**src/rtl/const_div_seq.sv**
```systemverilog
// Iterative unsigned divide by constant DIVISOR, CHUNK dividend bits per cycle via an elaborated digit/remainder table.
// Latency: out_valid rises STEPS edges after the accepting edge; initiation interval STEPS+2 cycles minimum.
// Backpressure: result held in DONE until out_ready; in_ready is low from accept until the result is taken.
module const_div_seq #(
    parameter int WIDTH   = 16,
    parameter int DIVISOR = 11,
    parameter int CHUNK   = 2,
    parameter int TAG_W   = 4
) (
    input  logic                        clk,
    input  logic                        rst,
    input  logic                        in_valid,
    output logic                        in_ready,
    input  logic [WIDTH-1:0]            in_dvd,
    input  logic [TAG_W-1:0]            in_tag,
    output logic                        out_valid,
    input  logic                        out_ready,
    output logic [WIDTH-1:0]            out_quot,
    output logic [$clog2(DIVISOR)-1:0]  out_rem,
    output logic [TAG_W-1:0]            out_tag
);
    localparam int RW    = $clog2(DIVISOR);
    localparam int STEPS = (WIDTH + CHUNK - 1) / CHUNK;
    localparam int PW    = STEPS * CHUNK;
    localparam int TW    = RW + CHUNK;
    localparam int NE    = 1 << TW;
    localparam int CW    = $clog2(STEPS + 1);

    if (CHUNK < 1 || CHUNK > 6 || DIVISOR < 2 || RW + CHUNK > 8 || WIDTH < 2 || TAG_W < 1 ||
        (WIDTH < 31 && DIVISOR >= (1 << WIDTH))) begin : g_bad_params
        $error("const_div_seq: illegal parameter set");
    end

    // Entry t holds {t / DIVISOR, t % DIVISOR}, found by repeated subtraction.
    // Digits of unreachable entries (t >= DIVISOR << CHUNK) are simply truncated.
    function automatic logic [NE*TW-1:0] build_lut();
        logic [NE*TW-1:0] v;
        int r;
        int d;
        v = '0;
        for (int t = 0; t < NE; t++) begin
            r = t;
            d = 0;
            while (r >= DIVISOR) begin
                r = r - DIVISOR;
                d = d + 1;
            end
            v[t*TW +: TW] = {d[CHUNK-1:0], r[RW-1:0]};
        end
        return v;
    endfunction

    localparam logic [NE*TW-1:0] LUT = build_lut();

    typedef enum logic [1:0] {
        IDLE = 2'd0,
        RUN  = 2'd1,
        DONE = 2'd2
    } state_t;

    state_t          state;
    state_t          state_nxt;
    logic [PW-1:0]   dvd_sh;
    logic [CW-1:0]   cnt;
    logic [TW-1:0]   lut_idx;
    logic [TW-1:0]   lut_entry;
    logic [CHUNK-1:0] lut_digit;
    logic [RW-1:0]   lut_rem;

    assign lut_idx   = {out_rem, dvd_sh[PW-1 -: CHUNK]};
    assign lut_entry = LUT[int'(lut_idx)*TW +: TW];
    assign lut_digit = lut_entry[TW-1 -: CHUNK];
    assign lut_rem   = lut_entry[RW-1:0];

    always_ff @(posedge clk) begin
        if (rst) begin
            state <= IDLE;
        end else begin
            state <= state_nxt;
        end
    end

    always_comb begin
        state_nxt = state;
        case (state)
            IDLE:    if (in_valid) state_nxt = RUN;
            RUN:     if (cnt == CW'(STEPS - 1)) state_nxt = DONE;
            DONE:    if (out_ready) state_nxt = IDLE;
            default: state_nxt = IDLE;
        endcase
    end

    // Handshake flags are registered copies of the next state so every output comes from a flop.
    always_ff @(posedge clk) begin
        if (rst) begin
            in_ready  <= 1'b1;
            out_valid <= 1'b0;
            out_quot  <= '0;
            out_rem   <= '0;
            out_tag   <= '0;
            dvd_sh    <= '0;
            cnt       <= '0;
        end else begin
            in_ready  <= (state_nxt == IDLE);
            out_valid <= (state_nxt == DONE);
            case (state)
                IDLE: begin
                    if (in_valid) begin
                        dvd_sh   <= PW'(in_dvd);
                        out_tag  <= in_tag;
                        out_rem  <= '0;
                        out_quot <= '0;
                        cnt      <= '0;
                    end
                end
                RUN: begin
                    out_rem  <= lut_rem;
                    out_quot <= WIDTH'({out_quot, lut_digit});
                    dvd_sh   <= dvd_sh << CHUNK;
                    cnt      <= cnt + 1'b1;
                end
                default: ;
            endcase
        end
    end
endmodule

```
**config.mk**
```make
export PLATFORM = sky130hd
export DESIGN_NAME = const_div_seq
export DESIGN_NICKNAME = d
export VERILOG_FILES = /design/src/rtl/const_div_seq.sv
export SDC_FILE = /design/constraint.sdc
export NUM_CORES = 1
export LEC_CHECK = 0
export ABC_CLOCK_PERIOD_IN_PS = 2300
export CAP_MARGIN = 20
export CORE_MARGIN = 3
export CORE_UTILIZATION = 51
export DETAILED_ROUTE_END_ITERATION = 10
export PLACE_DENSITY = 0.8
export SYNTH_ARGS = -nofsm -noshare
export SYNTH_HDL_FRONTEND = slang
export SYNTH_SLANG_ARGS = --single-unit
```
**constraint.sdc**
```tcl
create_clock -name clk -period 2.3 [get_ports clk]
set_clock_uncertainty 0.2 [all_clocks]
set_input_delay 0.69 -clock clk [delete_from_list [all_inputs] [get_ports clk]]
set_output_delay 0.69 -clock clk [all_outputs]
set_load 0.005 [all_outputs]
```
Word-level counts from Yosys, hierarchy flattened

Index checks and enable logic that the tools add are counted.

Reduce and logical (&&, ||, !) cells: 5
Equality and inequality tests: 5
Shift operators: 1
Order comparisons: 0
Div/mod/pow operators: 0
Multiplexer cells: 11
Add/sub/neg operators: 1
$mul: 1
Bitwise logic cells: 0

Operator list:

| kind                                                          | number |
|---|---|
| variable part select 384 x 10 -> 6 bit (first input constant) | 1 |
| case mux 16 bit (2 select lines)                              | 2 |
| 2-to-1 mux 16 bit                                             | 2 |
| case mux 4 bit (2 select lines)                               | 2 |
| multiplier 6 x 2 -> 8 bit (second input constant)             | 1 |
| 2-to-1 mux 2 bit                                              | 3 |
| case mux 2 bit (3 select lines)                               | 1 |
| adder 4 x 1 -> 4 bit (second input constant)                  | 1 |
| equality test 2 bit (second input constant)                   | 2 |
| equality test 4 x 3 -> 1 bit (second input constant)          | 1 |
| logical NOT 2 bit                                             | 2 |
| 2-to-1 mux 4 bit                                              | 1 |
| AND reduction 2 bit                                           | 2 |
| equality test 2 x 1 -> 1 bit (second input constant)          | 1 |
| != test 2 bit (second input constant)                         | 1 |
| nonzero test 2 bit                                            | 1 |

Memory bits (writable): 0
Input port bits: 24
Register bits after elaboration: 48
Memories kept: 0
Logic and storage cells: 32
Latch bits: 0
Output and inout bits: 26
ROM bits: 0

Depth between registers and ports, before layout

Depth after elaboration: 4
Depth in mapped cells: 7
Gate-level depth less buffers: 6

Least setup slack after synthesis

OpenSTA, ideal clock, no wires.

Path kind: reg2reg
From: register dvd_sh[15]
To: register out_rem[1]
Period minus slack after synthesis: 1940 ps
Buffers on the path: 0
Library setup time: 103 ps
Data arrival time: 1636 ps
Stages on the path, launching flop included: 7
Setup slack: 360 ps
Data required time: 1997 ps
Cells stage by stage: dfxtp_1 > inv_1 > ha_1 > nand2_2 > a311oi_1 > a21oi_1 > a2111oi_2

Word-level cells in the longest chain between the ends: 3

Ends and longest elaborated chain:

| element                                | line | source |
|---|---|---|
| from (decl)                            | 63   | `logic [PW-1:0] dvd_sh;` |
| from (signal assigned)                 | 109  | `dvd_sh <= PW'(in_dvd);` |
| from (signal assigned)                 | 119  | `dvd_sh <= dvd_sh << CHUNK;` |
| multiplier 6 x 2 -> 8 bit              | 71   | `assign lut_entry = LUT[int'(lut_idx)*TW +: TW];` |
| variable part select 384 x 10 -> 6 bit | 71   |  |
| case mux 4 bit (2 select lines)        | 106  | `case (state)` |
| to (signal assigned)                   | 117  | `out_rem <= lut_rem;` |
| to (decl)                              | 19   | `output logic [$clog2(DIVISOR)-1:0] out_rem,` |

No other way between the ends.
A chain may end at the register's enable or synchronous reset.

Final worst setup path

From: register out_rem[0]
To: output port out_rem[0]

No word-level cell between the ends.

==> impl_metrics.json <==
{
  "status": "finished, final reports clean",
  "period_needed_ps": 2120,
  "cts_buffers": 5,
  "end_kind": "primary output",
  "p_leak_nw": 1.148,
  "clk_pin_slew_worst_paths_ps": 90,
  "critPathTopFamily": "buffers and inverters",
  "worst_setup_path_start_kind": "flop",
  "setup_tns_ps": 0,
  "grt_pass1_wl_um": 9425,
  "use_met1_pct": 29.13,
  "die-area_mm2": 0.005618,
  "synth_ff_type": "dfxtp_1",
  "initialDrtViolationCount": 132,
  "worst_slew_pin_slew_ps": 564.1,
  "synth_cells": 271,
  "syn_nets": 307,
  "period_share_pct": 92.16,
  "hold_viol": 0,
  "crit_type": "flop to primary output",
  "clockBufferDepth": 2,
  "wl_um": 5642,
  "grt_overflow_total": 0,
  "final_nets": 356,
  "io_buffers": 49,
  "holdWs_ps": 299.5,
  "drc": 0,
  "postSynthAreaPerCell_um2": 8.948,
  "start_util_pct": 54.19,
  "instances_no_fill": 373,
  "grt_max_degree": 31,
  "setup_viol": 0,
  "synth_top_cell_area_share_pct": 39.63,
  "fmax_mhz": 471.7,
  "power.density_mw_per_mm2": 620.4,
  "fillers": 346,
  "synth_common_cells": "48 x dfxtp_1, 45 x nor2_1, 17 x a22oi_1",
  "diodes": 0,
  "cp.arrival_ps": 1230,
  "slowest_delay_ps": 520,
  "dp_hpwl_um": 3827,
  "yosys.cell_types.count": 50,
  "netlist.top_cell.by_area": "dfxtp_1",
  "drt-pass1-iter-count": 4,
  "drive_gt1_share_pct": 10.59,
  "ys_ff_latch": 48,
  "cp_slowest_cell": "clkdlybuf4s50_1",
  "crit_fanout": 5,
  "ys_warn_count": 0,
  "syn_to_final_growth_pct": 28.95,
  "grt_pass1_vias": 2062,
  "vdd.ir_drop.worst_v": 0.0005362,
  "cap_violations": 0,
  "dp_cells": 365,
  "clkLatencyLatePin_ps": 300,
  "die_h_um": 74.96,
  "rsz0062_at_grt": "false",
  "synth-async-reset-ratio_pct": 0,
  "drv_slew": 0,
  "core_mm2": 0.004474,
  "num_rows": 24,
  "ys_seq_area_share_pct": 39.63,
  "worst-path-buf-inv": 1,
  "drtAntennaViolNets": 0,
  "wire_per_inst_um": 15.13,
  "cts_tree": "built",
  "min_path_type": "flop to flop",
  "busiest_layer": "met2",
  "ctsResizeCount": 0,
  "num_vias": 2225,
  "met2_usage_pct": 33.27,
  "grt_antenna_before_repair": 0,
  "clockRootBuffer": "clkbuf_8",
  "synth_edf_count": 0,
  "path_cells": "clkdlybuf4s50_1",
  "ctsHoldBuffers": 0,
  "die_w_um": 74.96,
  "vias_per_cell": 5.965,
  "cp_data_required_time_ps": 1410,
  "clock_sinks": 48,
  "use_met3_pct": 5.874,
  "netlist_area_mm2": 0.002425,
  "synth.area.top_cells": "dfxtp_1 40%, nor2_1 7.0%, ha_1 6.2%",
  "h-tree-depth": 2,
  "yosysMostFrequentCell": "dfxtp_1",
  "cts_setup_buffers": 0,
  "pin_count": 50,
  "grtUsageTotal_pct": 21.82,
  "gp_congestion": 0.9170,
  "max_slew_margin_pct": 62.32
}
## metrics by stage
step                      setup slack [ps]  area [um2]  power (W)  utilization (%)
after floorplan                      360.2        2425   0.001106                -
after global placement               30.85        2989   0.001217            66.81
after detailed placement             23.06        2989   0.001225            66.81
after CTS                            167.8        3127   0.001953            69.88
after global routing                 97.48        3127   0.002022            69.88
final                                180.2        3127   0.001940            69.88
## power by group
group	total [W]	leakage (nW)	switching, W	internal, W
combinational	0.000318	0.687	0.000159	0.000159
clock	0.000731	0.0687	0.000293	0.000438
sequential	0.000891	0.392	0.0000251	0.000866
## path summary, 6_finish.rpt
path,from,endpoint,slack [ps],depth (start not counted)
setup / recovery,out_rem[0],out_rem[0],180,1
setup reg to reg,dvd_sh[14],out_rem[1],240,6
hold reg to reg,cnt[2],cnt[2],300,2
hold / removal,cnt[2],cnt[2],300,2
## cell type report
cell class,count,area (um2),share of cell area (%)
Tap cell,52,65.06,2.081
Clock buffer,5,68.82,2.201
Inverter,8,30.03,0.9604
Clock inverter,3,68.82,2.201
Multi-Input combinational cell,194,1300,41.58
Sequential cell,48,960.9,30.73
Timing Repair Buffer,63,633.1,20.25
## sequential cells by signal (all words and copies together), names as in the netlist
register,count
out_quot,16
in_ready,1
cnt,4
out_rem,4
state,2
dvd_sh,16
out_valid,1
out_tag,4
## layout by cell type, fill, tap and decap left out, types with 2 or more instances in the layout
master           instances
a221oi_1                 2
buf_12                   3
a31oi_1                  3
a211oi_2                 2
nor2b_1                  3
a221oi_2                 2
clkbuf_8                 5
ha_1                    12
mux2i_1                  5
a221o_1                  2
inv_1                    7
o22ai_1                 14
o41ai_1                  2
buf_4                   11
a211o_1                  2
nor3b_1                  3
nand3b_1                 3
a21oi_1                 13
nor3_1                   6
o21ai_0                  6
bufinv_16                2
a211oi_1                14
a22oi_1                 17
clkdlybuf4s50_1         49
o21ba_2                  2
dfxtp_1                 48
nand2_1                  8
nand2b_1                 8
nor2_1                  45
## cells by family after synthesis
logic type / synth area share [%]
xor+xnor: 0.3613
fa+ha+maj: 6.192
mux: 2.064
compound gates: 28.33
flops: 39.63
simple gates: 16.67
buf+inv: 6.759
## metal layers
metal / vias up / part of all wire (%)
li1: 1093 / -
met1: 1071 / 47
met2: 51 / 47
met3: 10 / 4.0
met4: 0 / 1.8
met5: - / 0
Power figures use the tool's default switching activity.
==> edit 1, RTL diff (same settings) <==
Re-encode `state_t` (3 states) as one-hot, 3 bits wide.
--- a/src/rtl/const_div_seq.sv
+++ b/src/rtl/const_div_seq.sv
@@ -54,6 +54,6 @@
 
-    typedef enum logic [1:0] {
-        IDLE = 2'd0,
-        RUN  = 2'd1,
-        DONE = 2'd2
+    typedef enum logic [2:0] {
+        IDLE = 3'b001,
+        RUN  = 3'b010,
+        DONE = 3'b100
     } state_t;
Behaviour: same outputs for any inputs over 10 cycles, from zero or initial values and one cycle with rst high; not proved beyond that.
==> edit 1 against the unedited design <==
- sequential cell count up 1
- combinational power down 21%
- clock power down 35%
- critical path depth unchanged
- setup slack better by 0.0056 ns
- cell area down 0.64%
- wire length down 5.1%
- count of clock-buffer cells in the layout unchanged
- total power down 16%
- synthesized cell count up 8.5%
- die area up 1.2%
- synthesized area up 1.3%
- sequential share of layout area up 0.84 points
- largest power group unchanged
==> edit 1: results (changes against the unedited design) <==
| Metric | Value |
|---|---|
| GPL Wtd Cong | 0.901 (-1.8%) |
| Wl on met1 | 2460 um (-7.6%) |
| Sw Ratio | 25.4% (+0.77 points) |
| Syn Nets | 328 (+6.8%) |
| Dpl ws | -0.0186 ns (-0.0417 ns) |
| Post-DP HPWL | 3850 um (+0.67%) |
| Crit-path max FO | 4 (-1) |
| Overall routed net length | 5360 um (-5.1%) |
| Hold EP | out_tag[1]$_SDFFE_PP0P_ |
| Largest cells by area after synthesis | dfxtp_1 (40%), nor2_1 (6.6%), nand2_1 (6.3%), a311oi_1 (5.7%), ha_1 (5.1%) |
| Mean Syn Cell Area | 8.36 um^2 (-6.6%) |
| Layout fillers | 367 (+6.1%) |
| Area post-placement | 3020 um^2 (+1.0%) |
| DR iter-0 viols | 177 (+34%) |
| Worst-Margin Slew | 0.490 ns (-0.0740 ns) |
| Max VDD drop | 0.000458 V (-15%) |
| GR Util met1 | 26.2% (-3.0 points) |
| Leak pwr | 0.00117 uW (+1.6%) |
| Number of distinct library cells after synthesis | 54 (+8.0%) |
| Top post-synthesis cells by count | dfxtp_1 (49), nor2_1 (43), nand2_1 (41) |
| Met2 wire length | 2610 um (-1.8%) |
| Synth Area in Compound Gates | 24.1% (-4.2 points) |
| First-pass GRT wire length | 8760 um (-7.1%) |
| Status | finished, final reports clean |
| Clock group total power | 478 uW (-35%) |
| WL met3 | 258 um (+15%) |
edit 1: cell count changes after synthesis, sizes merged, moves of 3 or more:
cell,delta
nand2b,-5
nor3,+3
a211oi,-15
clkbuf,+4
a311oi,+15
a21o,+3
nand2,+32
o22ai,-14
nand3,+3
edit 1: cell families (layout without fill, tap and decap cells):
logic type | count (synthesis) | in the layout
xor gates and xnor gates | 1 | 1
AOI/OAI and AO/OA | 79 | 79
DFF | 49 | 49
adders and majority gates | 11 | 11
buffers and inverters | 31 | 80
and+or+nand+nor | 118 | 118
muxes | 5 | 5
edit 1: area by class of cell:
type	instances	area, um^2	area share, %
Clock buffer	5	68.8	2.22
Clock inverter	3	17.5	0.564
Inverter	6	22.5	0.725
Multi-Input combinational cell	214	1330	42.7
Sequential cell	49	981	31.6
Tap cell	52	65.1	2.09
Timing Repair Buffer	66	626	20.1
edit 1: stage by stage:
stage,setup TNS [ns],std cells
2_1_floorplan,0,294
3_3_place_gp,0,387
3_5_place_dp,-0.0230,387
4_1_cts,0,395
5_1_grt,0,395
6_report,0,395
edit 1: how the worst max path moves through the flow:
stage                     cells past startpoint  slack (ns)               startpoint                       to
after floorplan                               7        0.27  dvd_sh[15]$_SDFFE_PP0P_  out_rem[0]$_SDFFE_PP0P_
after global placement                        6        0.01                 in_valid  out_rem[3]$_SDFFE_PP0P_
after detailed placement                      5       -0.02                 in_valid   dvd_sh[3]$_SDFFE_PP0P_
after CTS                                     1        0.18  out_rem[0]$_SDFFE_PP0P_               out_rem[0]
after global routing                          1        0.13  out_rem[0]$_SDFFE_PP0P_               out_rem[0]
final                                         1        0.19  out_rem[0]$_SDFFE_PP0P_               out_rem[0]
==> edit 2, RTL diff (same flow settings) <==
Without the edit above. The parameter `CHUNK` goes from 2 to 4.
--- a/src/rtl/const_div_seq.sv
+++ b/src/rtl/const_div_seq.sv
@@ -6,3 +6,3 @@
     parameter int DIVISOR = 11,
-    parameter int CHUNK   = 2,
+    parameter int CHUNK   = 4,
     parameter int TAG_W   = 4
Function: changed (Yosys sat finds a counterexample within 4 cycles, from zero or initial values and one cycle with rst high).
==> edit 2 against the unedited design <==
- clock power fell by 13%
- sequential cell count down 1
- wire length up 100%
- synthesized area increased by 50%
- setup slack got worse by 0.22 ns
- total power grew 43%
- register-to-register slack worse by 0.28 ns
- core utilization fell by 0.52 points
- the run now ends with setup timing left
- cell area rose by 52%
==> edit 2: results (changes against the unedited design) <==
| Metric | Value |
|---|---|
| Status | finished with violations |
| Failing checks | setup timing |
| Layout fillers | 574 (+66%) |
| Met3 Usage GRT | 4.75% (-1.1 points) |
| Post-synthesis sequential area ratio | 25.9% (-14 points) |
| Share of cells above drive strength 1 | 19.6% (+9.1 points) |
| Largest net degree at the start of global routing | 50 (+61%) |
| Crit path DAT | 2.36 ns (+1.13 ns) |
| Antenna violations before repair | 0 (unchanged) |
| Post-synthesis mux area share | 4.58% (+2.5 points) |
| CTS resizes | 2 (+2) |
| Fin Setup TNS | -0.0437 ns (-0.0437 ns) |
| Top post-synthesis cells by count | nor2_1 (70), nand2_1 (54), dfxtp_1 (47) |
| Wl on met1 | 4940 um (+86%) |
| GPL Wtd Cong | 0.980 (+6.8%) |
| DR iter-0 viols | 416 (+220%) |
| Met2 wire length | 5580 um (+110%) |
| Largest cells by area after synthesis | dfxtp_1 (26%), nor2_1 (7.2%), nand2_1 (5.6%), a21oi_1 (4.1%), a22oi_1 (4.1%) |
| Vias in the first global route | 3,932 (+91%) |
| Leak pwr | 0.00178 uW (+55%) |
| Post-CTS setup repair buffer count | 1 (+1) |
| Synthesized-area fraction occupied by adder cells | 4.40% (-1.8 points) |
| Post-DP HPWL | 8230 um (+110%) |
| Crit-path max FO | 4 (-1) |
| Post-Synthesis Cells | 495 (+83%) |
| Met2 usage | 47.3% (+14 points) |
| Endpoints failing setup | 1 (+1) |
| Global route overflow | 0 (unchanged) |
| Htree depth | 2 (unchanged) |
| Routed vias | 4,183 (+88%) |
| WL met3 | 852 um (+280%) |
| Max VDD drop | 0.000369 V (-31%) |
| Vias per cell | 6.33 (+6.1%) |
| Pre-antenna DRT Iters | 5 (+1) |
| Dpl ws | -0.117 ns (-0.140 ns) |
| Post-synthesis xor/xnor area fraction | 1.20% (+0.84 points) |
| Area post-placement | 4580 um^2 (+53%) |
| WL/cell | 17.5 um (+16%) |
| Synth Area in Compound Gates | 34.1% (+5.8 points) |
| Worst-Margin Slew | 0.493 ns (-0.0706 ns) |
| GRT Total Usage | 27.4% (+5.6 points) |
| Syn Nets | 531 (+73%) |
| Dpl cells | 650 (+78%) |
| DIE AREA | 8180 um^2 (+46%) |
| Highest routed metal layer | met4 |
| PnR worst setup slack | -0.0437 ns (-0.224 ns) |
| GR Util met1 | 35.7% (+6.6 points) |
| First-pass GRT wire length | 18,900 um (+100%) |
| Total Nets Final | 600 (+69%) |
| Number of distinct library cells after synthesis | 61 (+22%) |
edit 2: cell types whose count changed after synthesis, moves of 12 or more:
| cell | before | now |
|---|---|---|
| a21oi_1 | 13 | 30 |
| a221oi_1 | 2 | 14 |
| a311oi_1 | 1 | 17 |
| clkbuf_1 | 5 | 29 |
| nand2_1 | 8 | 54 |
| nor2_1 | 45 | 70 |
| o21ai_0 | 6 | 22 |
edit 2: critical path, cell delays in order, from the launching register on:
cell	delay (ns)
dfxtp_4	0.40
inv_8	0.04
ha_4	0.25
nor2b_4	0.16
nor2_2	0.04
mux4_2	0.50
mux2_4	0.28
o211a_1	0.21
a311oi_2	0.18
edit 2: final timing paths:
check / slack [ns] / endpoint / start / cells after the start
worst max register to register: -0.04 / out_rem[1]$_SDFFE_PP0P_ / dvd_sh[13]$_SDFFE_PP0P_ / 8
worst min register to register: 0.29 / dvd_sh[5]$_SDFFE_PP0P_ / dvd_sh[1]$_SDFFE_PP0P_ / 2
worst max-delay path: -0.04 / out_rem[1]$_SDFFE_PP0P_ / dvd_sh[13]$_SDFFE_PP0P_ / 8
worst min-delay path: 0.29 / dvd_sh[5]$_SDFFE_PP0P_ / dvd_sh[1]$_SDFFE_PP0P_ / 2
edit 2: through the flow:
stage          utilization, %  total power [uW]
3_5_place_dp             66.6              2090
5_1_grt                  69.4              2910
2_1_floorplan               -              1700
6_report                 69.4              2770
4_1_cts                  68.5              2720
3_3_place_gp             66.6              2080
edit 2: area by class of cell:
type	count	area share, %
clock buffers	6	1.73
clock inverters	2	0.735
inverters	11	1.02
multi-input cells	382	52.3
flip-flops and latches	47	19.9
well taps	96	2.52
repair buffers	117	21.8
edit 2: report_power, final:
part	internal (uW)	switching (uW)
clock network	352	282
registers	861	46.4
logic	565	663
